<file path="config.mk">
export PLATFORM = sky130hd
export DESIGN_NAME = mem_bus_arbiter
export DESIGN_NICKNAME = d
export VERILOG_FILES = /design/src/rtl/mem_bus_arbiter_pkg.sv /design/src/rtl/mem_bus_arbiter_rr.sv /design/src/rtl/mem_bus_arbiter.sv
export SDC_FILE = /design/constraint.sdc
export NUM_CORES = 1
export LEC_CHECK = 0
export BUFFER_PORTS_ARGS = -buffer_cell sky130_fd_sc_hd__buf_2
export CORE_AREA = 2 2 193 195
export CTS_BUF_LIST = sky130_fd_sc_hd__clkbuf_8 sky130_fd_sc_hd__clkbuf_16
export CTS_CLUSTER_SIZE = 16
export DETAILED_ROUTE_END_ITERATION = 10
export DIE_AREA = 0 0 195 197
export PLACE_DENSITY = 0.79
export SKIP_LAST_GASP = 1
export SLEW_MARGIN = 20
export SYNTH_ARGS = -nofsm -noshare
export SYNTH_HDL_FRONTEND = slang
export SYNTH_HIERARCHICAL = 1
export SYNTH_SLANG_ARGS = --single-unit
export TNS_END_PERCENT = 30
</file>
<file path="constraint.sdc">
create_clock -name clk -period 3.95 [get_ports clk]
set_input_delay 0.79 -clock clk [delete_from_list [all_inputs] [get_ports clk]]
set_output_delay 0.79 -clock clk [all_outputs]
set_load 0.005 [all_outputs]
</file>
<file path="src/rtl/mem_bus_arbiter_pkg.sv">
// mem_arb_pkg: shared state encoding and constants for the shared data-memory arbiter
package mem_arb_pkg;
    typedef enum logic [1:0] {IDLE, ACCESS, DONE} arb_state_t;
    localparam int SC_SUCCESS = 0;
    localparam int SC_FAIL = 1;
    localparam int WORD_LSB = 2;
    localparam logic [2:0] func3_MEM_WA = 3'b011;
endpackage

</file>
<file path="src/rtl/mem_bus_arbiter_rr.sv">
// rr_arbiter: round-robin pick of the first requester after the last grant
module rr_arbiter #(
    parameter int N = 4
) (
    input  logic                 clk,
    input  logic                 rst_n,
    input  logic [N-1:0]         req,
    input  logic                 enable,
    output logic [N-1:0]         grant,
    output logic [$clog2(N)-1:0] grant_idx,
    output logic [$clog2(N)-1:0] ptr
);
    localparam int W = $clog2(N);
    // scan downwards so the requester closest after ptr is the last to overwrite
    always_comb begin
        grant = '0;
        grant_idx = ptr;
        for (int k = N; k >= 1; k--) begin
            if (req[(int'(ptr) + k) % N]) grant_idx = W'((int'(ptr) + k) % N);
        end
        if (|req) grant[grant_idx] = 1'b1;
    end
    always_ff @(posedge clk or negedge rst_n) begin
        if (!rst_n) ptr <= W'(N - 1);
        else if (enable && |req) ptr <= grant_idx;
    end
endmodule

</file>
<file path="src/rtl/mem_bus_arbiter.sv">
// mem_bus_arbiter: shares one data-memory port among cores with round-robin grants
// and per-core LR/SC reservations for LWA/SWA.
module mem_bus_arbiter
    import mem_arb_pkg::*;
#(
    parameter int N_CORES = 4,
    parameter int ADDR_W = 32,
    parameter int DATA_W = 32
) (
    input  logic                        clk,
    input  logic                        rst_n,
    input  logic [N_CORES-1:0]          core_mem_read,
    input  logic [N_CORES-1:0]          core_mem_write,
    input  logic [N_CORES-1:0]          core_mem_atomic,
    input  logic [N_CORES*ADDR_W-1:0]   core_mem_addr,
    input  logic [N_CORES*DATA_W-1:0]   core_mem_data_w,
    output logic [N_CORES*DATA_W-1:0]   core_mem_data_r,
    output logic [N_CORES-1:0]          core_mem_wait,
    output logic                        mem_read,
    output logic                        mem_write,
    output logic [ADDR_W-1:0]           mem_addr,
    output logic [DATA_W-1:0]           mem_data_w,
    input  logic [DATA_W-1:0]           mem_data_r,
    input  logic                        mem_ready
);
    localparam int GW = $clog2(N_CORES);
    localparam int RW = ADDR_W - WORD_LSB;

    arb_state_t state, state_n;
    logic [N_CORES-1:0] req, grant_oh, done_oh, resv_valid;
    logic [GW-1:0] sel, grant;
    logic any_req, sel_write, sel_atomic, sel_swa, sc_ok, cur_write, cur_atomic;
    logic [ADDR_W-1:0] sel_addr;
    logic [DATA_W-1:0] sel_data;
    logic [RW-1:0] resv_addr [N_CORES];

    assign req = core_mem_read | core_mem_write;
    assign any_req = |grant_oh;
    assign sel_write = core_mem_write[sel];
    assign sel_atomic = core_mem_atomic[sel];
    assign sel_swa = sel_write & sel_atomic;
    assign sel_addr = core_mem_addr[sel*ADDR_W +: ADDR_W];
    assign sel_data = core_mem_data_w[sel*DATA_W +: DATA_W];
    assign sc_ok = resv_valid[sel] && resv_addr[sel] == sel_addr[ADDR_W-1:WORD_LSB];
    assign done_oh = (state == DONE) ? N_CORES'(1) << grant : '0;
    assign core_mem_wait = req & ~done_oh;

    // the pointer always equals the core being served once it leaves IDLE
    rr_arbiter #(.N(N_CORES)) u_rr (
        .clk       (clk),
        .rst_n     (rst_n),
        .req       (req),
        .enable    (state == IDLE),
        .grant     (grant_oh),
        .grant_idx (sel),
        .ptr       (grant)
    );

    always_ff @(posedge clk or negedge rst_n) begin
        if (!rst_n) state <= IDLE;
        else state <= state_n;
    end

    always_comb begin
        state_n = state;
        case (state)
            IDLE:    if (any_req) state_n = (sel_swa && !sc_ok) ? DONE : ACCESS;
            ACCESS:  if (mem_ready) state_n = DONE;
            default: state_n = IDLE;
        endcase
    end

    always_ff @(posedge clk or negedge rst_n) begin
        if (!rst_n) begin
            mem_read <= 1'b0;
            mem_write <= 1'b0;
            mem_addr <= '0;
            mem_data_w <= '0;
            core_mem_data_r <= '0;
            cur_write <= 1'b0;
            cur_atomic <= 1'b0;
            resv_valid <= '0;
            for (int j = 0; j < N_CORES; j++) resv_addr[j] <= '0;
        end else if (state == IDLE && any_req) begin
            mem_addr <= sel_addr;
            mem_data_w <= sel_data;
            cur_write <= sel_write;
            cur_atomic <= sel_atomic;
            mem_read <= !sel_write;
            mem_write <= sel_write && (!sel_atomic || sc_ok);
            if (sel_swa) resv_valid[sel] <= 1'b0;
            if (sel_swa && !sc_ok) core_mem_data_r[sel*DATA_W +: DATA_W] <= DATA_W'(SC_FAIL);
        end else if (state == ACCESS && mem_ready) begin
            mem_read <= 1'b0;
            mem_write <= 1'b0;
            // a plain store returns nothing; a dropped request discards its result
            if (req[grant] && !(cur_write && !cur_atomic))
                core_mem_data_r[grant*DATA_W +: DATA_W] <= cur_write ? DATA_W'(SC_SUCCESS) : mem_data_r;
            if (cur_write) begin
                for (int j = 0; j < N_CORES; j++)
                    if (resv_addr[j] == mem_addr[ADDR_W-1:WORD_LSB]) resv_valid[j] <= 1'b0;
            end else if (cur_atomic) begin
                resv_valid[grant] <= 1'b1;
                resv_addr[grant] <= mem_addr[ADDR_W-1:WORD_LSB];
            end
        end
    end
endmodule

</file>
## Word level (Yosys, flattened, before mapping)

Cells that the tools add are included.

| word-level totals | value |
|---|---|
| flip-flop bits (word level) | 324 |

| operators by class | value |
|---|---|
| add/sub/neg operators | 6 |
| $lt $le $gt $ge | 11 |
| equality and inequality tests | 15 |
| shift operators | 7 |
| mux-type cells | 59 |
| bitwise operators | 15 |
| reductions and logical operators | 34 |

Operators with widths:

| kind | number |
|---|---|
| $mux 128 | 4 |
| $bwmux 128 | 2 |
| $shift 32x34->128 const A | 2 |
| $shiftx 128x8->32 | 2 |
| $eq 30x30->1 | 5 |
| $shiftx 32x34->128 | 1 |
| $shiftx 32x34->128 const A | 1 |
| $bwmux 120 | 1 |
| $mux 30 | 3 |
| $neg 7->34 | 2 |
| $bmux 30 s2 | 1 |
| $demux 30 s2 | 1 |
| $mux 32 | 1 |
| $mux 4 | 7 |
| $mux 1 | 21 |
| $reduce_and 4->1 | 5 |
| $bmux 1 s2 | 8 |
| $lt 3x4->1 const B | 4 |
| $mux 2 | 7 |
| $ne 3x1->1 const B | 4 |
| $logic_and 1x1->1 | 11 |
| $and 4x4->4 | 2 |
| $ne 2x2->1 const B | 4 |
| $not 4->4 | 2 |
| 25 further kinds | 46 |

## Logic depth before layout (Yosys ltp)

| logic depth | value |
|---|---|
| word-level depth | 21 |
| mapped depth | 16 |

## By module

The synthesis kept the hierarchy.

By module, submodules not included:

| module | times used | cells an instance | area an instance (sq um) | seq. area each (sq um) |
|---|---|---|---|---|
| mem_bus_arbiter | 1 | 1312 | 16425.8 | 8057.7 |
| rr_arbiter | 1 | 29 | 229.0 | 52.6 |

## Least setup slack after synthesis

Ideal clock, no wire load.

| timing | value |
|---|---|
| kind | in2reg |
| from | input core_mem_read[0] |
| to | register core_mem_data_r[100] |
| library setup time | 66 ps |
| arrival | 3751 ps |
| required time | 3884 ps |
| setup slack | 133 ps |
| stages | 15 |
| buffers on the path | 2 |
| path through | nor2_1 -> inv_1 -> or2b_2 -> a21oi_1 -> a311oi_2 -> inv_2 -> buf_2 -> mux4_2 -> xnor2_1 -> nand4_1 -> nor4_2 -> nand2_2 -> a21oi_4 -> buf_6 -> a22o_1 |

| on the way | value |
|---|---|
| longest elaborated chain between the ends | 18 |
| elaborated cells between the ends (all ways) | 55 |
| classes of those cells | add/sub (1); order compare (2); eq/ne (2); shift (3); mux (33); bitwise (3); reduce/logical (11) |

Ends and longest elaborated chain:

| what | RTL line | source |
|---|---|---|
| start: declaration | mem_bus_arbiter.sv:12 | `input logic [N_CORES-1:0] core_mem_read,` |
| $or 4x4->4 (*) | mem_bus_arbiter.sv:37 | `assign req = core_mem_read \| core_mem_write;` |
| via req[0] | mem_bus_arbiter.sv:30 | `logic [N_CORES-1:0] req, grant_oh, done_oh, resv_valid;` |
| $bmux 1 s2 | mem_bus_arbiter_rr.sv:19 | `if (req[(int'(ptr) + k) % N]) grant_idx = W'((int'(ptr) + k) % N);` |
| $mux 1 (not written as such) (2 in series) | mem_bus_arbiter_rr.sv:19 |  |
| $mux 2 (3 in series) | mem_bus_arbiter_rr.sv:19 |  |
| $mux 2 (*) | mem_bus_arbiter_rr.sv:19 |  |
| via sel[0] | mem_bus_arbiter.sv:31 | `logic [GW-1:0] sel, grant;` |
| parallel branches: the longest is 10 deep, another holds $shiftx 128x8->32 | - |  |
| end signal: indexed assignment | mem_bus_arbiter.sv:92 | `if (sel_swa && !sc_ok) core_mem_data_r[sel*DATA_W +: DATA_W] <= DATA_W'(SC_FAIL);` |
| end signal: indexed assignment | mem_bus_arbiter.sv:98 | `core_mem_data_r[grant*DATA_W +: DATA_W] <= cur_write ? DATA_W'(SC_SUCCESS) : mem_data_r;` |
| end: declaration | mem_bus_arbiter.sv:17 | `output logic [N_CORES*DATA_W-1:0] core_mem_data_r,` |

Mark *: on every way through the listed nets, which the timed path passes. The select of a mux whose other input is x is not followed.
A chain may end at the register's enable or synchronous reset.

## Worst setup path in the final report

| timing | value |
|---|---|
| from | input core_mem_write[3] |
| to | register core_mem_data_r[33] |

| on the way | value |
|---|---|
| longest elaborated chain between the ends | 18 |
| elaborated cells between the ends (all ways) | 55 |
| classes of those cells | add/sub (1); order compare (2); eq/ne (2); shift (3); mux (33); bitwise (3); reduce/logical (11) |

Ends and longest elaborated chain:

| what | RTL line | source |
|---|---|---|
| start: declaration | mem_bus_arbiter.sv:13 | `input logic [N_CORES-1:0] core_mem_write,` |
| $or 4x4->4 (*) | mem_bus_arbiter.sv:37 |  |
| via req[3] | mem_bus_arbiter.sv:30 |  |
| $bmux 1 s2 | mem_bus_arbiter_rr.sv:19 |  |
| $mux 1 (not written as such) (2 in series) | mem_bus_arbiter_rr.sv:19 |  |
| $mux 2 (3 in series) | mem_bus_arbiter_rr.sv:19 |  |
| $mux 2 (*) | mem_bus_arbiter_rr.sv:19 |  |
| via sel[1] | mem_bus_arbiter.sv:31 |  |
| parallel branches: the longest is 10 deep, another holds $shiftx 128x8->32 | - |  |

Marked as above.

==> results by group <==
Clock network
  – Clk_lat worst skew: 0.53 ns
  – CTS tree: yes
  – Root buffer cell: clkbuf_16
  – CTS Hold Bufs: 0
  – H-tree levels: 2
  – Clock Path Buffers: 3
  – Num CTS Buffers: 36
  – Clock-pin slew on the worst setup and hold paths: 0.06 ns
  – Clock Sinks: 324

Synth
  – Seq/Total Area, Yosys: 48.70%
  – Mapped Cells: 1341
  – Count of state elements after synthesis: 324
  – Post-synth top flop: dfrtp_1
  – Top-area cell type share of the netlist area: 48.38%
  – Yosys cell types: 49
  – Post-synth EDFFs: 0
  – Mapped Area: 0.01665 mm2
  – Synth warn: 6
  – Syn Area/Cell: 12.42 um2
  – Cell taking the most area after synthesis: dfrtp_1
  – Post-Syn Nets: 1648
  – Async SR Flop Fraction: 100.0%
  – Main area contributors after synthesis: dfrtp_1 48%, mux4_2 13%, mux2_2 8.1%

Timing
  – Setup ws final: 0.08275 ns
  – Maximum clock rate: 258.6 MHz
  – Hold Vio Cnt, Final: 0
  – Worst Skew: 0.03394 ns
  – Tmin final: 3.867 ns
  – Setup violations, final: 0
  – Setup TNS: 0 ns
  – Slew margin rel.: 45.91%
  – Fin crit share: 97.91%
  – WHS: 0.3067 ns
  – Final slew viol count: 0
  – Worst-margin pin slew: 0.8113 ns

GRT
  – Remaining Overflow, GRT: 0
  – First-pass GRT wire length: 80520 um
  – Largest net degree at the start of global routing: 94
  – GRT Total Usage: 27.09%
  – Initial antenna violation count: 6
  – Vias in the first global route: 13550

Routing
  – Met1 wire length: 21120 um
  – WL met2: 26600 um
  – Vias per inst: 5.830
  – Routed via count: 13720
  – DR WL/cell: 23.08 um
  – Initial DRC count: 1163
  – Drt pass-1 iters: 5
  – Max Used Layer: met5
  – Routed Antenna Nets: 0
  – Post-route DRC: 0
  – Drt total wl: 54320 um
  – DR WL met3: 4841 um

Final layout
  – Fin nets: 2164
  – Commonest non-fill, non-tap cells in the layout: 499 x buf_2, 322 x dfrtp_1, 211 x nand2_1, 123 x a22o_1, 120 x mux2_2
  – Non-Filler Instances: 2353
  – Post-Route Utilization: 59.44%
  – Synthesis-to-finish area growth: 29.40%
  – Most common cell after layout, fill and taps aside: buf_2
  – Layout cells sized above 1: 47.69%

Placed design
  – Dpl hpwl: 38700 um
  – Routability Congestion: 0.9026
  – Port Buffers: 500
  – Worst slack, placed: -0.7373 ns
  – Cell total after placement: 2267

Critical path
  – WS Path Type: in2reg
  – Worst Path Arrival: 4.32 ns
  – Most frequent CP cell: buf_4
  – CP max-delay cell: nor4_4
  – Worst path max stage delay: 0.40 ns
  – Crit start category: input pin
  – Crit path max-delay family: buffers and inverters
  – Cell Chain, Critical Path: buf_2, nor2_4, inv_1, buf_4, and3b_2, o31ai_4, inv_6, buf_4, buf_4, mux4_2, xnor2_1, nand3_1, nor4_4, nand2_4, buf_4, a21oi_4, buf_12, a22o_1
  – Worst Path Required: 4.41 ns
  – Worst Path Max Fanout: 32
  – Bufs and invs on worst path: 8
  – Crit path capture type: flip-flop

Die
  – IO Count: 501
  – Die footprint: 0.03842 mm2
  – Site row count: 70
  – Die Span Y: 197 um
  – Core area: 0.03626 mm2
  – Initial Utilization: 45.93%
  – Die width: 195 um

Run
  – Max Cap Viol: 0

Hold path
  – Min-delay worst type: in2async

Power
  – Static leakage: 0.01102 uW
  – Maximum VDD drop: 0.0005387 V
  – P per Cell Area: 851.3 mW/mm2

Run status
  – Status: completed
## area by class of cell
type | instances | area (um2)
clock buffer | 43 | 997.2
inverter | 16 | 91.34
multi-input combinational | 890 | 8036
antenna | 4 | 10.01
sequential | 324 | 8110
fill | 2848 | 14710
clock inverter | 19 | 210.2
tap | 468 | 585.6
timing repair buffer | 589 | 3511
## where the power goes
part	total [uW]	leakage [uW]	internal (uW)	switching, uW
Sequential	5920	0.00431	4530	1390
Clock	3430	0.000623	2060	1370
Combinational	8990	0.00609	4400	4590
## state kept, by name, indices dropped and copies added (netlist names)
name / count
core_mem_data_r: 128
state: 2
cur_write: 1
resv_addr: 120
mem_data_w: 32
mem_read: 1
resv_valid: 4
mem_addr: 32
u_rr/ptr: 2
mem_write: 1
cur_atomic: 1
## stage by stage
| step | total power [uW] | cell area [um2] |
|---|---|---|
| floorplan | 11160 | 16650 |
| global placement | 14110 | 19970 |
| detailed placement | 14430 | 19970 |
| CTS | 17980 | 21220 |
| global route | 19350 | 21540 |
| finish | 18350 | 21550 |
## final timing paths
| check | from | endpoint | slack, ns | cells after the start |
|---|---|---|---|---|
| max | core_mem_write[3] | core_mem_data_r[33] | 0.08 | 18 |
| min | rst_n | core_mem_data_r[53] | 0.31 | 1 |
| max reg2reg | u_rr/ptr[1] | core_mem_data_r[33] | 0.10 | 15 |
| min reg2reg | mem_data_w[16] | mem_data_w[16] | 0.47 | 2 |
| max in group asynchronous | rst_n | resv_addr[38] | 2.66 | 2 |
| min in group clk | mem_data_w[16] | mem_data_w[16] | 0.47 | 2 |
## logic make-up after synthesis
logic type | count (synthesis) | synth area share, %
simple gates | 351 | 9.721
flops | 324 | 48.70
mux | 219 | 21.43
compound gates | 166 | 8.354
xor+xnor | 150 | 7.888
buf+inv | 127 | 3.614
fa+ha+maj | 4 | 0.3005
## layer usage
layer / track usage, % / vias up
met5: 0 / -
met3: 6.348 / 130
met4: 9.132 / 6
met1: 35.81 / 6930
met2: 44.27 / 789
li1: - / 5862
## cell usage after synthesis (all sizes together), types with 27 or more instances
| library cell | n |
|---|---|
| nor2b | 33 |
| clkbuf | 81 |
| mux4 | 98 |
| mux2 | 120 |
| buf | 30 |
| nand4 | 27 |
| dfrtp | 322 |
| xnor2 | 85 |
| nor2 | 28 |
| a22o | 123 |
| nand2 | 212 |
| xor2 | 65 |
## what timing repair did
action / in CTS / in global routing
pin swaps: 3 / 7
gates cloned: 0 / 5
buffers inserted: 0 / 15
setup endpoints to repair: 131 / 133
resized for setup: 7 / 18
Note: power is estimated with default switching activity, not from simulation.
